File: src/rtl/alu_instr_sequencer_if.sv
// Control-unit bundle between the instruction sequencer (master) and the datapath (slave).
// start is a level request: it is taken in IDLE or in the done state, with no acknowledge beyond busy/done.
interface alu_instr_sequencer_if #(
   parameter int NUM_REGS = 16,
   parameter int ALUOP_W  = 4
);
   logic                start;
   logic                mem_ready;
   logic [31:0]         ir;
   logic [NUM_REGS-1:0] Rin;
   logic [NUM_REGS-1:0] Rout;
   logic                PCout, PCin, IncPC, MARin, Read, MDRin, MDRout, IRin, Yin;
   logic                Zlowin, Zhighin, Zlowout, Zhighout, HIin, LOin;
   logic [ALUOP_W-1:0]  ALUop;
   logic                busy;
   logic                done;
   logic                err;

   modport master (
      input  start, mem_ready, ir,
      output Rin, Rout, PCout, PCin, IncPC, MARin, Read, MDRin, MDRout, IRin, Yin,
             Zlowin, Zhighin, Zlowout, Zhighout, HIin, LOin, ALUop, busy, done, err
   );

   modport slave (
      output start, mem_ready, ir,
      input  Rin, Rout, PCout, PCin, IncPC, MARin, Read, MDRin, MDRout, IRin, Yin,
             Zlowin, Zhighin, Zlowout, Zhighout, HIin, LOin, ALUop, busy, done, err
   );
endinterface

File: src/rtl/alu_instr_sequencer.sv
// Hardwired T0..T6 control sequencer: fetch, decode IR, and drive datapath strobes
// for reg-reg ALU, unary ALU and mul/div (HI/LO) instructions.
module alu_instr_sequencer #(
   parameter int NUM_REGS = 16,
   parameter int ALUOP_W  = 4
) (
   input  logic                        clock,
   input  logic                        clear,
   alu_instr_sequencer_if.master       bus,
   output logic [2:0]                  dbg_state
);

   typedef enum logic [2:0] {
      S_IDLE = 3'd0,
      S_T0   = 3'd1,
      S_T1   = 3'd2,
      S_T2   = 3'd3,
      S_T3   = 3'd4,
      S_T4   = 3'd5,
      S_T5   = 3'd6,
      S_T6   = 3'd7
   } state_t;

   typedef enum logic [1:0] {
      C_RR  = 2'd0,
      C_MD  = 2'd1,
      C_UN  = 2'd2,
      C_ILL = 2'd3
   } cls_t;

   localparam logic [4:0] NREG = 5'(NUM_REGS);

   state_t     state_q, state_d;
   cls_t       cls;
   logic [4:0] opcode;
   logic [3:0] ra, rb, rc;
   logic       bad;
   state_t     fin_next;

   function automatic logic [NUM_REGS-1:0] onehot(input logic [3:0] idx);
      onehot = NUM_REGS'(1) << idx;
   endfunction

   assign opcode = bus.ir[31:27];
   assign ra     = bus.ir[26:23];
   assign rb     = bus.ir[22:19];
   assign rc     = bus.ir[18:15];

   always_comb begin
      if (opcode < 5'd12)       cls = C_RR;
      else if (opcode < 5'd14)  cls = C_MD;
      else if (opcode < 5'd16)  cls = C_UN;
      else                      cls = C_ILL;
   end

   // Every class reads ra and rb; only reg-reg also uses rc.
   assign bad = (cls == C_ILL) || ({1'b0, ra} >= NREG) || ({1'b0, rb} >= NREG) ||
                ((cls == C_RR) && ({1'b0, rc} >= NREG));

   assign fin_next  = bus.start ? S_T0 : S_IDLE;
   assign dbg_state = state_q;

   always_ff @(posedge clock or negedge clear) begin
      if (!clear) state_q <= S_IDLE;
      else        state_q <= state_d;
   end

   always_comb begin
      state_d      = state_q;
      bus.Rin      = '0;
      bus.Rout     = '0;
      bus.PCout    = 1'b0;
      bus.PCin     = 1'b0;
      bus.IncPC    = 1'b0;
      bus.MARin    = 1'b0;
      bus.Read     = 1'b0;
      bus.MDRin    = 1'b0;
      bus.MDRout   = 1'b0;
      bus.IRin     = 1'b0;
      bus.Yin      = 1'b0;
      bus.Zlowin   = 1'b0;
      bus.Zhighin  = 1'b0;
      bus.Zlowout  = 1'b0;
      bus.Zhighout = 1'b0;
      bus.HIin     = 1'b0;
      bus.LOin     = 1'b0;
      bus.ALUop    = '0;
      bus.done     = 1'b0;
      bus.err      = 1'b0;
      bus.busy     = (state_q != S_IDLE);

      case (state_q)
         S_IDLE: if (bus.start) state_d = S_T0;
         S_T0: begin
            bus.PCout  = 1'b1;
            bus.MARin  = 1'b1;
            bus.IncPC  = 1'b1;
            bus.Zlowin = 1'b1;
            state_d    = S_T1;
         end
         S_T1: begin
            // Held for the whole memory stall; re-latching PC and MDR is harmless.
            bus.Zlowout = 1'b1;
            bus.PCin    = 1'b1;
            bus.Read    = 1'b1;
            bus.MDRin   = 1'b1;
            if (bus.mem_ready) state_d = S_T2;
         end
         S_T2: begin
            bus.MDRout = 1'b1;
            bus.IRin   = 1'b1;
            state_d    = S_T3;
         end
         S_T3: begin
            if (bad) begin
               bus.done = 1'b1;
               bus.err  = 1'b1;
               state_d  = fin_next;
            end else begin
               state_d = S_T4;
               case (cls)
                  C_RR: begin bus.Rout = onehot(rb); bus.Yin = 1'b1; end
                  C_MD: begin bus.Rout = onehot(ra); bus.Yin = 1'b1; end
                  default: begin
                     bus.Rout   = onehot(rb);
                     bus.ALUop  = ALUOP_W'(opcode);
                     bus.Zlowin = 1'b1;
                  end
               endcase
            end
         end
         S_T4: begin
            state_d = S_T5;
            case (cls)
               C_RR: begin
                  bus.Rout   = onehot(rc);
                  bus.ALUop  = ALUOP_W'(opcode);
                  bus.Zlowin = 1'b1;
               end
               C_MD: begin
                  bus.Rout    = onehot(rb);
                  bus.ALUop   = ALUOP_W'(opcode);
                  bus.Zlowin  = 1'b1;
                  bus.Zhighin = 1'b1;
               end
               C_UN: begin
                  bus.Zlowout = 1'b1;
                  bus.Rin     = onehot(ra);
                  bus.done    = 1'b1;
                  state_d     = fin_next;
               end
               default: state_d = S_IDLE;
            endcase
         end
         S_T5: begin
            bus.Zlowout = 1'b1;
            if (cls == C_MD) begin
               bus.LOin = 1'b1;
               state_d  = S_T6;
            end else begin
               bus.Rin  = onehot(ra);
               bus.done = 1'b1;
               state_d  = fin_next;
            end
         end
         S_T6: begin
            bus.Zhighout = 1'b1;
            bus.HIin     = 1'b1;
            bus.done     = 1'b1;
            state_d      = fin_next;
         end
         default: state_d = S_IDLE;
      endcase
   end

endmodule

File: src/flat_wrapper.sv
// flat-port wrapper written by rule: the top's interface ports become plain ports
module alu_instr_sequencer_flat 
#(
   parameter int NUM_REGS = 16,
   parameter int ALUOP_W  = 4
)
  (clock, clear, dbg_state, bus_start, bus_mem_ready, bus_ir, bus_Rin, bus_Rout, bus_PCout, bus_PCin, bus_IncPC, bus_MARin, bus_Read, bus_MDRin, bus_MDRout, bus_IRin, bus_Yin, bus_Zlowin, bus_Zhighin, bus_Zlowout, bus_Zhighout, bus_HIin, bus_LOin, bus_ALUop, bus_busy, bus_done, bus_err);
  alu_instr_sequencer_if #(.NUM_REGS(NUM_REGS), .ALUOP_W(ALUOP_W)) bus_i ();
  input  logic clock;
  input  logic clear;
  output logic [2:0] dbg_state;
  input wire logic [$bits(bus_i.start)-1:0] bus_start;
  input wire logic [$bits(bus_i.mem_ready)-1:0] bus_mem_ready;
  input wire logic [$bits(bus_i.ir)-1:0] bus_ir;
  output wire logic [$bits(bus_i.Rin)-1:0] bus_Rin;
  output wire logic [$bits(bus_i.Rout)-1:0] bus_Rout;
  output wire logic [$bits(bus_i.PCout)-1:0] bus_PCout;
  output wire logic [$bits(bus_i.PCin)-1:0] bus_PCin;
  output wire logic [$bits(bus_i.IncPC)-1:0] bus_IncPC;
  output wire logic [$bits(bus_i.MARin)-1:0] bus_MARin;
  output wire logic [$bits(bus_i.Read)-1:0] bus_Read;
  output wire logic [$bits(bus_i.MDRin)-1:0] bus_MDRin;
  output wire logic [$bits(bus_i.MDRout)-1:0] bus_MDRout;
  output wire logic [$bits(bus_i.IRin)-1:0] bus_IRin;
  output wire logic [$bits(bus_i.Yin)-1:0] bus_Yin;
  output wire logic [$bits(bus_i.Zlowin)-1:0] bus_Zlowin;
  output wire logic [$bits(bus_i.Zhighin)-1:0] bus_Zhighin;
  output wire logic [$bits(bus_i.Zlowout)-1:0] bus_Zlowout;
  output wire logic [$bits(bus_i.Zhighout)-1:0] bus_Zhighout;
  output wire logic [$bits(bus_i.HIin)-1:0] bus_HIin;
  output wire logic [$bits(bus_i.LOin)-1:0] bus_LOin;
  output wire logic [$bits(bus_i.ALUop)-1:0] bus_ALUop;
  output wire logic [$bits(bus_i.busy)-1:0] bus_busy;
  output wire logic [$bits(bus_i.done)-1:0] bus_done;
  output wire logic [$bits(bus_i.err)-1:0] bus_err;
  assign bus_i.start = bus_start;
  assign bus_i.mem_ready = bus_mem_ready;
  assign bus_i.ir = bus_ir;
  assign bus_Rin = bus_i.Rin;
  assign bus_Rout = bus_i.Rout;
  assign bus_PCout = bus_i.PCout;
  assign bus_PCin = bus_i.PCin;
  assign bus_IncPC = bus_i.IncPC;
  assign bus_MARin = bus_i.MARin;
  assign bus_Read = bus_i.Read;
  assign bus_MDRin = bus_i.MDRin;
  assign bus_MDRout = bus_i.MDRout;
  assign bus_IRin = bus_i.IRin;
  assign bus_Yin = bus_i.Yin;
  assign bus_Zlowin = bus_i.Zlowin;
  assign bus_Zhighin = bus_i.Zhighin;
  assign bus_Zlowout = bus_i.Zlowout;
  assign bus_Zhighout = bus_i.Zhighout;
  assign bus_HIin = bus_i.HIin;
  assign bus_LOin = bus_i.LOin;
  assign bus_ALUop = bus_i.ALUop;
  assign bus_busy = bus_i.busy;
  assign bus_done = bus_i.done;
  assign bus_err = bus_i.err;
  alu_instr_sequencer #(.NUM_REGS(NUM_REGS), .ALUOP_W(ALUOP_W)) u_core (.clock(clock), .clear(clear), .bus(bus_i), .dbg_state(dbg_state));
endmodule
File: config.mk
export PLATFORM = sky130hd
export DESIGN_NAME = alu_instr_sequencer_flat
export DESIGN_NICKNAME = d
export VERILOG_FILES = /design/src/rtl/alu_instr_sequencer_if.sv /design/src/rtl/alu_instr_sequencer.sv /design/src/flat_wrapper.sv
export SDC_FILE = /design/constraint.sdc
export NUM_CORES = 1
export LEC_CHECK = 0
export BUFFER_PORTS_ARGS = -buffer_cell sky130_fd_sc_hd__clkbuf_2
export CORE_MARGIN = 3
export CORE_UTILIZATION = 30
export CTS_CLUSTER_DIAMETER = 200
export DETAILED_ROUTE_END_ITERATION = 10
export GPL_ROUTABILITY_DRIVEN = 0
export GPL_TIMING_DRIVEN = 0
export PLACE_DENSITY = 0.6
export SLEW_MARGIN = 20
export SYNTH_ARGS = -nofsm -noshare
export SYNTH_HDL_FRONTEND = slang
export SYNTH_SLANG_ARGS = --single-unit
File: constraint.sdc
create_clock -name clock -period 3.33 [get_ports clock]
set_clock_uncertainty 0.15 [all_clocks]
set_input_delay 0.333 -clock clock [delete_from_list [all_inputs] [get_ports clock]]
set_output_delay 0.333 -clock clock [all_outputs]
set_load 0.01 [all_outputs]
==> metrics.md <==
| Metric | Value |
|---|---|
| Starting Density | `0.3237` |
| Synth area leaders | `nor2_1, o22ai_2, a22oi_1` |
| Final Cycle Share | `0.7758` |
| DIE WIDTH | `72.87 um` |
| Post-CTS Setup Bufs | `0` |
| Final ANT Viol Nets | `0` |
| CP startpoint kind | `flop` |
| Power Density | `402.8 mW/mm^2` |
| Total GRT Usage | `0.1844` |
| Post-Syn Nets | `245` |
| IO Pins | `93` |
| Hold buffers post-CTS | `1` |
| Clock edge transition at the registers on the reported setup and hold paths | `0.03 ns` |
| Vias/cell | `5.440` |
| Synth async-reset ratio | `1.000` |
| # port buffers | `72` |
| Worst-Skew Late Latency | `0.22 ns` |
| Number of max-cap violations | `0` |
| DRT Wirelength | `4853 um` |
| Hpwl dp | `3952 um` |
| Number of synthesized flops with an enable pin | `0` |
| Initial DRT Pass Iterations | `4` |
| Worst Tran Pin Value | `0.6746 ns` |
| First-pass GRT wire length | `7893 um` |
| Final core occ | `0.4390` |
| Top cell type's share of synthesized area | `0.08955` |
| Ant diodes | `0` |
| Met3 WL | `335 um` |
| Area Growth Syn to Fin | `35.63%` |
| Root buf cell | `clkbuf_8` |
| GR Overflow Total | `0` |
| Vert. Die Dim | `72.87 um` |
| Post-Route M1 WL | `2244 um` |
| Fin. Hold Viols | `0` |
| Max reg flops | `3` |
| DRC viols | `0` |
| Number of buffers created by CTS | `3` |
| Dpl ws | `0.7853 ns` |
| Slew margin rel. | `0.5475` |
| Met2 WL post-DR | `2246 um` |
| Pin count of the biggest net entering global routing | `11` |
| Wire length per cell after detailed routing | `14.44 um` |
| FF+latch count, synth | `3` |
| Final nets | `323` |
| Status | `complete, no violations` |
| Synth cell types | `47` |
| Clk buf depth | `2` |
| Leading cell type in the layout, fill and taps excluded | `clkbuf_2` |
| Achievable frequency | `0.3871 GHz` |
| Most Frequent Cell on Critical Path | `buf_2` |
| Peak supply drop | `0.0003817 V` |
| Number of global-route vias before repair | `1621` |
| Top routing layer in use | `met4` |
| Slew Limit Fails | `0` |
| Die ar. | `0.005309 sq mm` |
| TritonCTS clock tree | `done` |
| Ys flop type | `dfrtp_1` |
| Fin crit period | `2.583 ns` |
| Row count | `23` |
| H-tree levels | `1` |
| WS Path Type | `flop to output port` |
| Crit. End Element | `output port` |
| Initial drt markers | `181` |
| CTS resizes | `0` |
| RSZ-0062 raised after global routing | `false` |
| Critical-path cell with the highest stage delay | `or3b_1` |
| CP Cell Sequence | `buf_2, or3b_1, or2_2, buf_2, o22ai_2, clkbuf_2` |
| Syn Area/Cell | `6.418 sq um` |
| Crit path buf inv count | `3` |
| Slowest stage delay, CP | `0.44 ns` |
| Mapped cell area | `0.001341 sq mm` |
| Worst hold path type | `input pin to asynchronous set/reset pin` |
| Cell taking the most area after synthesis | `nor2_1` |
| Via Count | `1828` |
| Final setup fails | `0` |
| Leak | `0.7875 nW` |
| Layout cells sized above 1 | `0.3566` |
| Initial antenna violation count | `0` |
| CP delay by family, top | `simple AND/OR/NAND/NOR gates` |
| CP arrival | `2.10 ns` |
| Crit path required time | `2.85 ns` |
| Worst Path Max Fanout | `10` |
| Synth warnings | `0` |
| Setup_tns | `0 ns` |
| Register area share after synthesis | `0.05597` |
| Sink Count | `3` |
| Filler Cell Count | `475` |
| Core ar. | `0.004144 sq mm` |
| Most frequent cells in the layout | `clkbuf_2, nor2_1, nor3_1` |
| Mapped Cells | `209` |
| Final setup margin | `0.7466 ns` |
[worst register-to-register path: cells and delay by family, from the launching register on]
kind | cells | cell delay, ns
and+or+nand+nor | 3 | 0.89
buffers and inverters | 1 | 0.19
AOI/OAI and AO/OA | 1 | 0.13
DFF | 1 | 0.32
[cell usage after synthesis, drive strengths merged, types with 2 or more instances]
cell type and n:
a31oi 10, or4 2, o31ai 3, nor2 33
inv 2, a2bb2oi 2, buf 16, nor3 13
and3 6, xor2 2, a22oi 10, nor4 6
o21ai 4, a21oi 5, and2 9, nor2b 9
o2bb2ai 3, dfrtp 3, or3 3, a32oi 2
nand3 7, clkbuf 8, nand2 11, nand2b 11
o22ai 14
[worst paths after layout]
path,from,end,slack [ns],cells after the start
hold / removal,clear,u_core.dbg_state[0],0.30,2
min in group clock,bus_start,u_core.dbg_state[0],0.30,3
setup reg to reg,u_core.dbg_state[2],u_core.dbg_state[0],1.57,5
max in group asynchronous,clear,u_core.dbg_state[1],2.62,2
hold reg to reg,u_core.dbg_state[2],u_core.dbg_state[1],0.66,3
setup / recovery,u_core.dbg_state[2],bus_Rout[13],0.75,6
[cells by family after synthesis]
| logic type | Yosys count | synth area share |
|---|---|---|
| AOI/OAI and AO/OA | 59 | 0.3452 |
| xor gates and xnor gates | 2 | 0.01306 |
| buffers and inverters | 26 | 0.1054 |
| and+or+nand+nor | 118 | 0.4730 |
| muxes | 1 | 0.007463 |
| DFF | 3 | 0.05597 |
[where the power goes]
| part | switching (mW) | total [mW] | internal [mW] | leakage (nW) |
|---|---|---|---|---|
| clock network | 0.0253 | 0.107 | 0.0818 | 0.0228 |
| registers | 0.0164 | 0.0715 | 0.0551 | 0.0383 |
| logic | 0.329 | 0.554 | 0.225 | 0.726 |
[metal layers]
layer,vias to the layer above,GRT usage
met2,74,0.2836
met3,4,0.02617
met1,811,0.2707
met4,0,0.04098
li1,939,-
met5,-,0
[layout make-up]
type                    count  area (sq um)  area share
repair buffers             73         370.4      0.2036
inverters                   2         7.507    0.004127
plain buffers              24         133.9     0.07359
well taps                  50         62.56     0.03439
multi-input cells         180          1125      0.6183
flip-flops and latches      3         75.07     0.04127
clock buffers               4         45.04     0.02476
[stage by stage]
stage	power (mW)	std cells	area, sq um	hold WS (ns)
after floorplan	0.4436	209	1341	-0.1126
after global placement	0.6276	331	1764	-0.01630
after detailed placement	0.6271	331	1764	-0.01350
after CTS	0.7405	336	1819	0.2943
after global routing	0.8073	336	1819	0.3133
final	0.7327	336	1819	0.2962
(Power assumes the default switching activity.)
